[config.mk]
export PLATFORM = sky130hd
export DESIGN_NAME = i2c_target_regfile
export DESIGN_NICKNAME = d
export VERILOG_FILES = /design/src/rtl/i2c_pkg.sv /design/src/rtl/i2c_bus_sync.sv /design/src/rtl/i2c_target_regfile.sv
export SDC_FILE = /design/constraint.sdc
export NUM_CORES = 1
export LEC_CHECK = 0
export BUFFER_PORTS_ARGS = -buffer_cell sky130_fd_sc_hd__buf_4
export CAP_MARGIN = 25
export CORE_ASPECT_RATIO = 0.7
export CORE_UTILIZATION = 45
export CTS_BUF_LIST = sky130_fd_sc_hd__clkbuf_2
export DETAILED_ROUTE_END_ITERATION = 8
export SYNTH_ARGS = -nofsm -noshare
export SYNTH_HDL_FRONTEND = slang
export SYNTH_SLANG_ARGS = --single-unit
export TNS_END_PERCENT = 1
[constraint.sdc]
create_clock -name clk -period 16.7 [get_ports clk]
set_clock_uncertainty 0.15 [all_clocks]
set_input_delay 0 -clock clk [delete_from_list [all_inputs] [get_ports clk]]
set_output_delay 0 -clock clk [all_outputs]
set_load 0.005 [all_outputs]
[src/rtl/i2c_pkg.sv]
// -----------------------------------------------------------------------------
// i2c_pkg
// Shared I2C definitions: target FSM state encoding, ACK/NACK bit levels and
// the 7-bit address width used by both the target and the master.
// -----------------------------------------------------------------------------
package i2c_pkg;

    localparam int ADDR_W = 7;

    // Bit level on SDA during the acknowledge slot
    localparam logic ACK  = 1'b0;
    localparam logic NACK = 1'b1;

    typedef enum logic [3:0] {
        IDLE,
        ADDR,
        ACK_ADDR,
        REG,
        ACK_REG,
        WDATA,
        ACK_WDATA,
        RDATA,
        MACK,
        IGNORE
    } state_t;

endpackage

[src/rtl/i2c_bus_sync.sv]
// -----------------------------------------------------------------------------
// i2c_bus_sync
// Brings raw SCL/SDA pin levels into the clk domain (2-flop synchronizer plus
// one history flop each) and derives bus events from the synchronized values.
// An event is visible to downstream logic 3 clk after the pin changes.
//
// Ports:
//   clk, rst   system clock, asynchronous active-high reset (flops preset to 1)
//   scl_i      raw SCL pin
//   sda_i      raw SDA pin
//   scl_rise   one-clk pulse on SCL 0->1
//   scl_fall   one-clk pulse on SCL 1->0
//   start_det  one-clk pulse on SDA fall while SCL high
//   stop_det   one-clk pulse on SDA rise while SCL high
//   sda_s      synchronized SDA level
// -----------------------------------------------------------------------------
module i2c_bus_sync (
    input  logic clk,
    input  logic rst,
    input  logic scl_i,
    input  logic sda_i,
    output logic scl_rise,
    output logic scl_fall,
    output logic start_det,
    output logic stop_det,
    output logic sda_s
);

    logic scl_s1, scl_s2, scl_h;
    logic sda_s1, sda_s2, sda_h;

    // Preset to 1 (idle bus level) so releasing reset never fakes an edge
    always_ff @(posedge clk or posedge rst) begin
        if (rst) begin
            scl_s1 <= 1'b1;
            scl_s2 <= 1'b1;
            scl_h  <= 1'b1;
            sda_s1 <= 1'b1;
            sda_s2 <= 1'b1;
            sda_h  <= 1'b1;
        end else begin
            scl_s1 <= scl_i;
            scl_s2 <= scl_s1;
            scl_h  <= scl_s2;
            sda_s1 <= sda_i;
            sda_s2 <= sda_s1;
            sda_h  <= sda_s2;
        end
    end

    assign scl_rise  = scl_s2 & ~scl_h;
    assign scl_fall  = ~scl_s2 & scl_h;
    // SCL must be high in both samples so an SDA change next to an SCL edge
    // is never mistaken for START/STOP
    assign start_det = scl_s2 & scl_h & sda_h & ~sda_s2;
    assign stop_det  = scl_s2 & scl_h & ~sda_h & sda_s2;
    assign sda_s     = sda_s2;

endmodule

[src/rtl/i2c_target_regfile.sv]
// -----------------------------------------------------------------------------
// i2c_target_regfile
// I2C target with a byte-wide register file. A write transaction is
// device address, register pointer, then data bytes (auto-incrementing,
// wrapping at REG_DEPTH). A read returns bytes from the current pointer until
// the master NACKs. SDA is driven open-drain; SCL is never stretched.
//
// Ports:
//   clk, rst   system clock (>= 8x SCL), asynchronous active-high reset
//   scl_i      raw SCL pin level
//   sda_i      raw SDA pin level
//   sda_oe     1 = pull SDA low, 0 = release
//   wr_strobe  one-clk pulse per accepted data byte
//   wr_addr    register index of the current/last write
//   wr_data    byte written, held after the strobe
//   busy       high from START until STOP
// -----------------------------------------------------------------------------
module i2c_target_regfile
    import i2c_pkg::*;
#(
    parameter logic [ADDR_W-1:0] DEV_ADDR  = 7'd105,
    parameter int                REG_DEPTH = 64,
    parameter logic [7:0]        RESET_VAL = 8'h00,
    localparam int               AW        = $clog2(REG_DEPTH)
) (
    input  logic          clk,
    input  logic          rst,
    input  logic          scl_i,
    input  logic          sda_i,
    output logic          sda_oe,
    output logic          wr_strobe,
    output logic [AW-1:0] wr_addr,
    output logic [7:0]    wr_data,
    output logic          busy
);

    logic scl_rise, scl_fall, start_det, stop_det, sda_s;

    i2c_bus_sync u_sync (
        .clk       (clk),
        .rst       (rst),
        .scl_i     (scl_i),
        .sda_i     (sda_i),
        .scl_rise  (scl_rise),
        .scl_fall  (scl_fall),
        .start_det (start_det),
        .stop_det  (stop_det),
        .sda_s     (sda_s)
    );

    state_t        state, state_next;
    logic [3:0]    bit_cnt, cnt_next;
    logic [7:0]    shift, shift_next;
    logic          rw, rw_next;
    logic [AW-1:0] pointer, ptr_next;
    logic          oe_next, busy_next, mem_we;
    logic [7:0]    mem [REG_DEPTH];
    logic [7:0]    rd_byte;

    assign rd_byte = mem[pointer];

    always_ff @(posedge clk or posedge rst) begin
        if (rst) begin
            state     <= IDLE;
            bit_cnt   <= '0;
            shift     <= '0;
            rw        <= 1'b0;
            pointer   <= '0;
            sda_oe    <= 1'b0;
            busy      <= 1'b0;
            wr_strobe <= 1'b0;
            wr_addr   <= '0;
            wr_data   <= '0;
            for (int i = 0; i < REG_DEPTH; i++) mem[i] <= RESET_VAL;
        end else begin
            state     <= state_next;
            bit_cnt   <= cnt_next;
            shift     <= shift_next;
            rw        <= rw_next;
            pointer   <= ptr_next;
            sda_oe    <= oe_next;
            busy      <= busy_next;
            wr_strobe <= mem_we;
            if (mem_we) begin
                mem[pointer] <= shift;
                wr_addr      <= pointer;
                wr_data      <= shift;
            end
        end
    end

    always_comb begin
        state_next = state;
        cnt_next   = bit_cnt;
        shift_next = shift;
        rw_next    = rw;
        ptr_next   = pointer;
        oe_next    = sda_oe;
        busy_next  = busy;
        mem_we     = 1'b0;

        // Bus conditions override any SCL edge seen in the same clk
        if (start_det) begin
            state_next = ADDR;
            cnt_next   = '0;
            oe_next    = 1'b0;
            busy_next  = 1'b1;
        end else if (stop_det) begin
            state_next = IDLE;
            oe_next    = 1'b0;
            busy_next  = 1'b0;
        end else begin
            case (state)
                ADDR, REG, WDATA: begin
                    // bit_cnt counts rising edges; the falling edge that
                    // follows the 8th one opens the ACK slot. The falling
                    // edge right after START arrives with bit_cnt == 0.
                    if (scl_rise) begin
                        shift_next = {shift[6:0], sda_s};
                        cnt_next   = bit_cnt + 4'd1;
                    end else if (scl_fall && bit_cnt == 4'd8) begin
                        cnt_next = '0;
                        if (state == ADDR) begin
                            if (shift[7:1] == DEV_ADDR) begin
                                rw_next    = shift[0];
                                oe_next    = 1'b1;
                                state_next = ACK_ADDR;
                            end else begin
                                state_next = IGNORE;
                            end
                        end else if (state == REG) begin
                            if (int'(shift) < REG_DEPTH) begin
                                ptr_next   = shift[AW-1:0];
                                oe_next    = 1'b1;
                                state_next = ACK_REG;
                            end else begin
                                state_next = IGNORE;
                            end
                        end else begin
                            mem_we     = 1'b1;
                            ptr_next   = pointer + 1'b1;
                            oe_next    = 1'b1;
                            state_next = ACK_WDATA;
                        end
                    end
                end
                ACK_ADDR: begin
                    if (scl_fall) begin
                        cnt_next = '0;
                        if (rw) begin
                            // Read: first data bit goes out in the same
                            // low phase that ends our ACK
                            shift_next = rd_byte;
                            oe_next    = ~rd_byte[7];
                            state_next = RDATA;
                        end else begin
                            oe_next    = 1'b0;
                            state_next = REG;
                        end
                    end
                end
                ACK_REG, ACK_WDATA: begin
                    if (scl_fall) begin
                        oe_next    = 1'b0;
                        cnt_next   = '0;
                        state_next = WDATA;
                    end
                end
                RDATA: begin
                    if (scl_rise) begin
                        cnt_next = bit_cnt + 4'd1;
                    end else if (scl_fall) begin
                        if (bit_cnt == 4'd8) begin
                            oe_next    = 1'b0;
                            cnt_next   = '0;
                            state_next = MACK;
                        end else begin
                            oe_next    = ~shift[6];
                            shift_next = {shift[6:0], 1'b0};
                        end
                    end
                end
                MACK: begin
                    // bit_cnt == 1 marks "master ACKed, reload on fall"
                    if (scl_rise) begin
                        if (sda_s == NACK) begin
                            state_next = IGNORE;
                        end else begin
                            ptr_next = pointer + 1'b1;
                            cnt_next = 4'd1;
                        end
                    end else if (scl_fall && bit_cnt == 4'd1) begin
                        shift_next = rd_byte;
                        oe_next    = ~rd_byte[7];
                        cnt_next   = '0;
                        state_next = RDATA;
                    end
                end
                IGNORE: oe_next = 1'b0;
                default: ;
            endcase
        end
    end

endmodule

==> results by group <==
Global route
  – Overall fraction of global-route tracks in use: 26.79%
  – Total congestion overflow: 0
  – Antenna violations before repair: 3
  – Pin count of the biggest net entering global routing: 165
  – Via count of the first global-routing pass: 18290
  – First-pass GRT wire length: 119300 um

Detailed routing
  – Wire per inst: 27.30 um
  – Total Wirelength: 78100 um
  – Vias per cell: 6.214
  – Count of routing violations after the opening detailed-route iteration: 1619
  – Number of nets with antenna violations after detailed routing: 0
  – Via count: 17780
  – Top routing layer in use: met5
  – Routed met2 length: 33160 um
  – DRC Markers: 0
  – Iteration count of the initial detailed-routing pass: 6
  – M1 wire length: 35220 um
  – Met3 wirelength from detailed routing: 7639 um

Critical path
  – CP Max Fanout: 48
  – Data required time of the worst path: 17.55 ns
  – Worst setup path category: flop to flop
  – CP Data Arrival Time: 5.79 ns
  – Sort of element at the end of the critical path: flop
  – Kind of launch point of the worst setup path: flop

STA
  – Final Slew Violations: 0
  – Summed negative setup slack over all endpoints: 0 ns
  – Unrepaired setup endpoints after global routing: false
  – Peak clock frequency supported by timing: 202.2 MHz
  – Hold slack final: 0.2285 ns
  – Number of failing setup endpoints in the final timing report: 0
  – Max transition margin: 27.30%
  – Share of the clock period used by the worst path: 29.61%
  – Hold violation total from the final report: 0
  – Final worst slack: 11.76 ns
  – Slew of the pin with the lowest slew margin: 1.079 ns
  – Minimum clock period: 4.944 ns

Placement
  – Worst slack at placement: 11.76 ns
  – IO buf count: 20
  – GP Congestion: 0.9035
  – HPWL Detailed: 48090 um
  – Placed cell count: 2614
  – Total cell area at the placement stage: 27030 sq um

Power
  – VDD IR max: 81.04 uV
  – Fraction of power consumed by the clock network: 28.8%
  – Switching share of power: 39.00%
  – Portion of total power attributed to sequential cells: 45.4%
  – Combinational Power Share: 25.8%
  – Net switching component of the power: 1.253 mW
  – Int Pwr: 1.961 mW
  – Overall power after layout: 3.214 mW
  – Power density over cell area: 113.0 nW/um^2
  – Leakage power: 13.73 nW

Synthesis
  – Number of flops mapped to enable cells by yosys: 0
  – Dominant combinational cell family by area after synthesis: multiplexers
  – Leading register cell type out of synthesis: sky130_fd_sc_hd__dfrtp_1
  – Number of unique standard cell types used by synthesis: 84
  – Share of the synthesized area in compound gates (AO/OA/AOI/OAI): 7.719%
  – Portion of netlist area occupied by mux cells: 28.74%
  – Adder and majority gate portion of the synthesized area: 0.3315%
  – Seq cells post-synth: 558
  – Cell area after synthesis: 26420 sq um
  – Register area share after synthesis: 52.88%
  – Number of warnings issued by yosys: 0
  – Basic-gate share of the synthesized area counting and, or, nand and nor cells: 6.943%
  – Cells after Synth: 1966
  – XOR/XNOR Fraction of Synth Area: 0.03315%
  – Post-synthesis net count: 1977
  – Post-Synthesis Mean Instance Area: 13.44 sq um
  – Fraction of registers with async set or reset after synthesis: 100.0%

Floorplanning
  – Row Count: 73
  – Number of primary I/O pins: 21
  – Floorplan die area: 59700 sq um
  – Initial standard-cell utilization of the core: 46.06%
  – Floorplan die height: 204.7 um
  – Die Width: 291.6 um
  – Core area: 57360 sq um

Finish
  – Final core utilization: 49.57%
  – Area taken by flip-flops and latches: 13990 sq um
  – Area of the multi-input gates: 11600 sq um
  – Number of inserted filler cells in the final layout: 5045
  – Most common library cell in the layout ignoring fill and taps: sky130_fd_sc_hd__dfrtp_1
  – Highest-count cells in the layout ignoring fill and taps: sky130_fd_sc_hd__dfrtp_1, sky130_fd_sc_hd__mux2_2, sky130_fd_sc_hd__clkbuf_2
  – Post-synthesis to final-layout area growth: 7.625%
  – Proportion of layout cells with a drive suffix above 1: 43.79%
  – Layout Cell Area excl Fill: 28430 sq um
  – Cell Count, Final, Fillers Out: 2861
  – Number of nets in the layout: 2026

Clock network
  – Post-CTS Setup Repair Bufs: 0
  – Clk_lat worst skew: 1.17 ns
  – Clock edge transition at the registers on the reported setup and hold paths: 0.11 ns
  – H-tree levels: 4
  – Number of sinks on the clock net: 558
  – Buffer depth of the longest clock path: 3
  – Library cell used as clock root buffer: sky130_fd_sc_hd__clkbuf_2
  – CTS tree: yes
  – Number of buffers created by CTS: 136

Run status
  – Status: finished, final reports clean

Worst hold path
  – Class of the tightest hold or removal check: flop to flop

Job
  – Number of maximum-capacitance violations: 0
-- state kept, by name, summed over array words and instances, names as in the netlist --
| name | flops |
|---|---|
| mem | 512 |
| shift | 8 |
| state | 4 |
| u_sync.scl_s1 | 1 |
| u_sync.sda_s1 | 1 |
| u_sync.sda_s | 1 |
| wr_strobe | 1 |
| pointer | 6 |
| wr_data | 8 |
| u_sync.scl_s2 | 1 |
| wr_addr | 6 |
| u_sync.sda_h | 1 |
| rw | 1 |
| u_sync.scl_h | 1 |
| busy | 1 |
| bit_cnt | 4 |
| sda_oe | 1 |
-- final timing paths --
kind	startpoint	endpoint	slack, ns	cells after the start
hold reg to reg	u_sync.scl_s1	u_sync.scl_s2	0.23	0
setup / recovery	pointer[0]	shift[2]	11.76	9
min in group asynchronous	rst	mem[83]	0.57	5
setup reg to reg	pointer[0]	shift[2]	11.76	9
hold / removal	u_sync.scl_s1	u_sync.scl_s2	0.23	0
max in group asynchronous	rst	mem[90]	14.22	6
-- per-layer routing --
layer  track usage (%)  vias up
met5                 0        -
met4             8.515        4
met3             9.591      169
met2             37.64      732
met1             38.30     9366
li1                  -     7507
-- cell families (layout without fill, tap and decap cells) --
kind of cell	after synthesis	count (layout)
flops	558	558
simple gates	316	316
buf+inv	175	319
mux	638	638
compound gates	271	271
fa+ha+maj	7	7
other cells	0	1
xor+xnor	1	1
-- worst max-delay path: stages (launching register included) --
cell	delay, ns
sky130_fd_sc_hd__dfrtp_4	1.00
sky130_fd_sc_hd__buf_4	0.80
sky130_fd_sc_hd__buf_4	0.79
sky130_fd_sc_hd__and2_1	0.68
sky130_fd_sc_hd__buf_4	0.39
sky130_fd_sc_hd__a22o_1	0.20
sky130_fd_sc_hd__a22oi_1	0.06
sky130_fd_sc_hd__o2111ai_1	0.28
sky130_fd_sc_hd__nor3_1	0.09
sky130_fd_sc_hd__o31ai_1	0.28
-- synth_stat cells (4+ instances only) --
| cell type | instances | area, sq um |
|---|---|---|
| sky130_fd_sc_hd__nor2_2 | 38 | 237.7 |
| sky130_fd_sc_hd__a22oi_1 | 37 | 277.8 |
| sky130_fd_sc_hd__o2111ai_1 | 6 | 52.55 |
| sky130_fd_sc_hd__nand2_2 | 21 | 131.4 |
| sky130_fd_sc_hd__o22ai_1 | 16 | 100.1 |
| sky130_fd_sc_hd__or3b_2 | 5 | 43.79 |
| sky130_fd_sc_hd__o21ai_0 | 40 | 200.2 |
| sky130_fd_sc_hd__buf_4 | 10 | 75.07 |
| sky130_fd_sc_hd__mux2_2 | 489 | 5507 |
| sky130_fd_sc_hd__a21oi_1 | 22 | 110.1 |
| sky130_fd_sc_hd__nand2b_1 | 5 | 31.28 |
| sky130_fd_sc_hd__nand3_1 | 33 | 165.2 |
| sky130_fd_sc_hd__o22a_1 | 7 | 61.31 |
| sky130_fd_sc_hd__buf_6 | 8 | 90.09 |
| sky130_fd_sc_hd__o211ai_1 | 4 | 30.03 |
| sky130_fd_sc_hd__nor2b_1 | 8 | 50.05 |
| sky130_fd_sc_hd__dfrtp_1 | 552 | 13810 |
| sky130_fd_sc_hd__dfstp_2 | 6 | 157.7 |
| sky130_fd_sc_hd__a211oi_1 | 5 | 37.54 |
| sky130_fd_sc_hd__nor4_1 | 4 | 25.02 |
| sky130_fd_sc_hd__clkbuf_1 | 92 | 345.3 |
| sky130_fd_sc_hd__and3_1 | 7 | 43.79 |
| sky130_fd_sc_hd__mux4_2 | 45 | 1013 |
| sky130_fd_sc_hd__nand2_1 | 70 | 262.8 |
| sky130_fd_sc_hd__nor3_1 | 10 | 50.05 |
| sky130_fd_sc_hd__a31oi_1 | 5 | 31.28 |
| sky130_fd_sc_hd__buf_2 | 25 | 125.1 |
| sky130_fd_sc_hd__a221oi_1 | 91 | 797.0 |
| sky130_fd_sc_hd__nor2_1 | 58 | 217.7 |
| sky130_fd_sc_hd__mux2_1 | 25 | 281.5 |
| sky130_fd_sc_hd__mux2i_1 | 79 | 790.8 |
| sky130_fd_sc_hd__inv_1 | 16 | 60.06 |
| sky130_fd_sc_hd__o21a_1 | 4 | 30.03 |
| sky130_fd_sc_hd__nand3_4 | 6 | 105.1 |
| sky130_fd_sc_hd__a22o_1 | 5 | 43.79 |
| sky130_fd_sc_hd__buf_1 | 12 | 45.04 |
| sky130_fd_sc_hd__ha_1 | 7 | 87.58 |
| sky130_fd_sc_hd__nand3b_1 | 8 | 60.06 |
| sky130_fd_sc_hd__clkbuf_8 | 9 | 123.9 |
| sky130_fd_sc_hd__nand2_4 | 7 | 78.83 |
| sky130_fd_sc_hd__and2_1 | 5 | 31.28 |
-- power by group through the flow --
stage,combinational [mW],sequential [mW],clock (mW)
6_report,0.829,1.46,0.927
5_1_grt,0.873,1.47,1.03
4_1_cts,0.811,1.46,0.954
3_5_place_dp,0.807,1.48,0
3_3_place_gp,0.794,1.48,0
2_1_floorplan,0.597,1.42,0
-- layout make-up --
type	count	area share (%)
well taps	750	3.300
repair buffers	68	2.143
diodes	1	0.008800
multi-input cells	1233	40.81
clock buffers	205	3.608
flip-flops and latches	558	49.20
inverters	18	0.2640
clock inverters	28	0.6644
-- timing repair --
action | CTS | global route
endpoints found under the hold margin | 554 | 0
resized for setup | 0 | 0
hold buffers | 10 | 0
(Power assumes the default switching activity.)
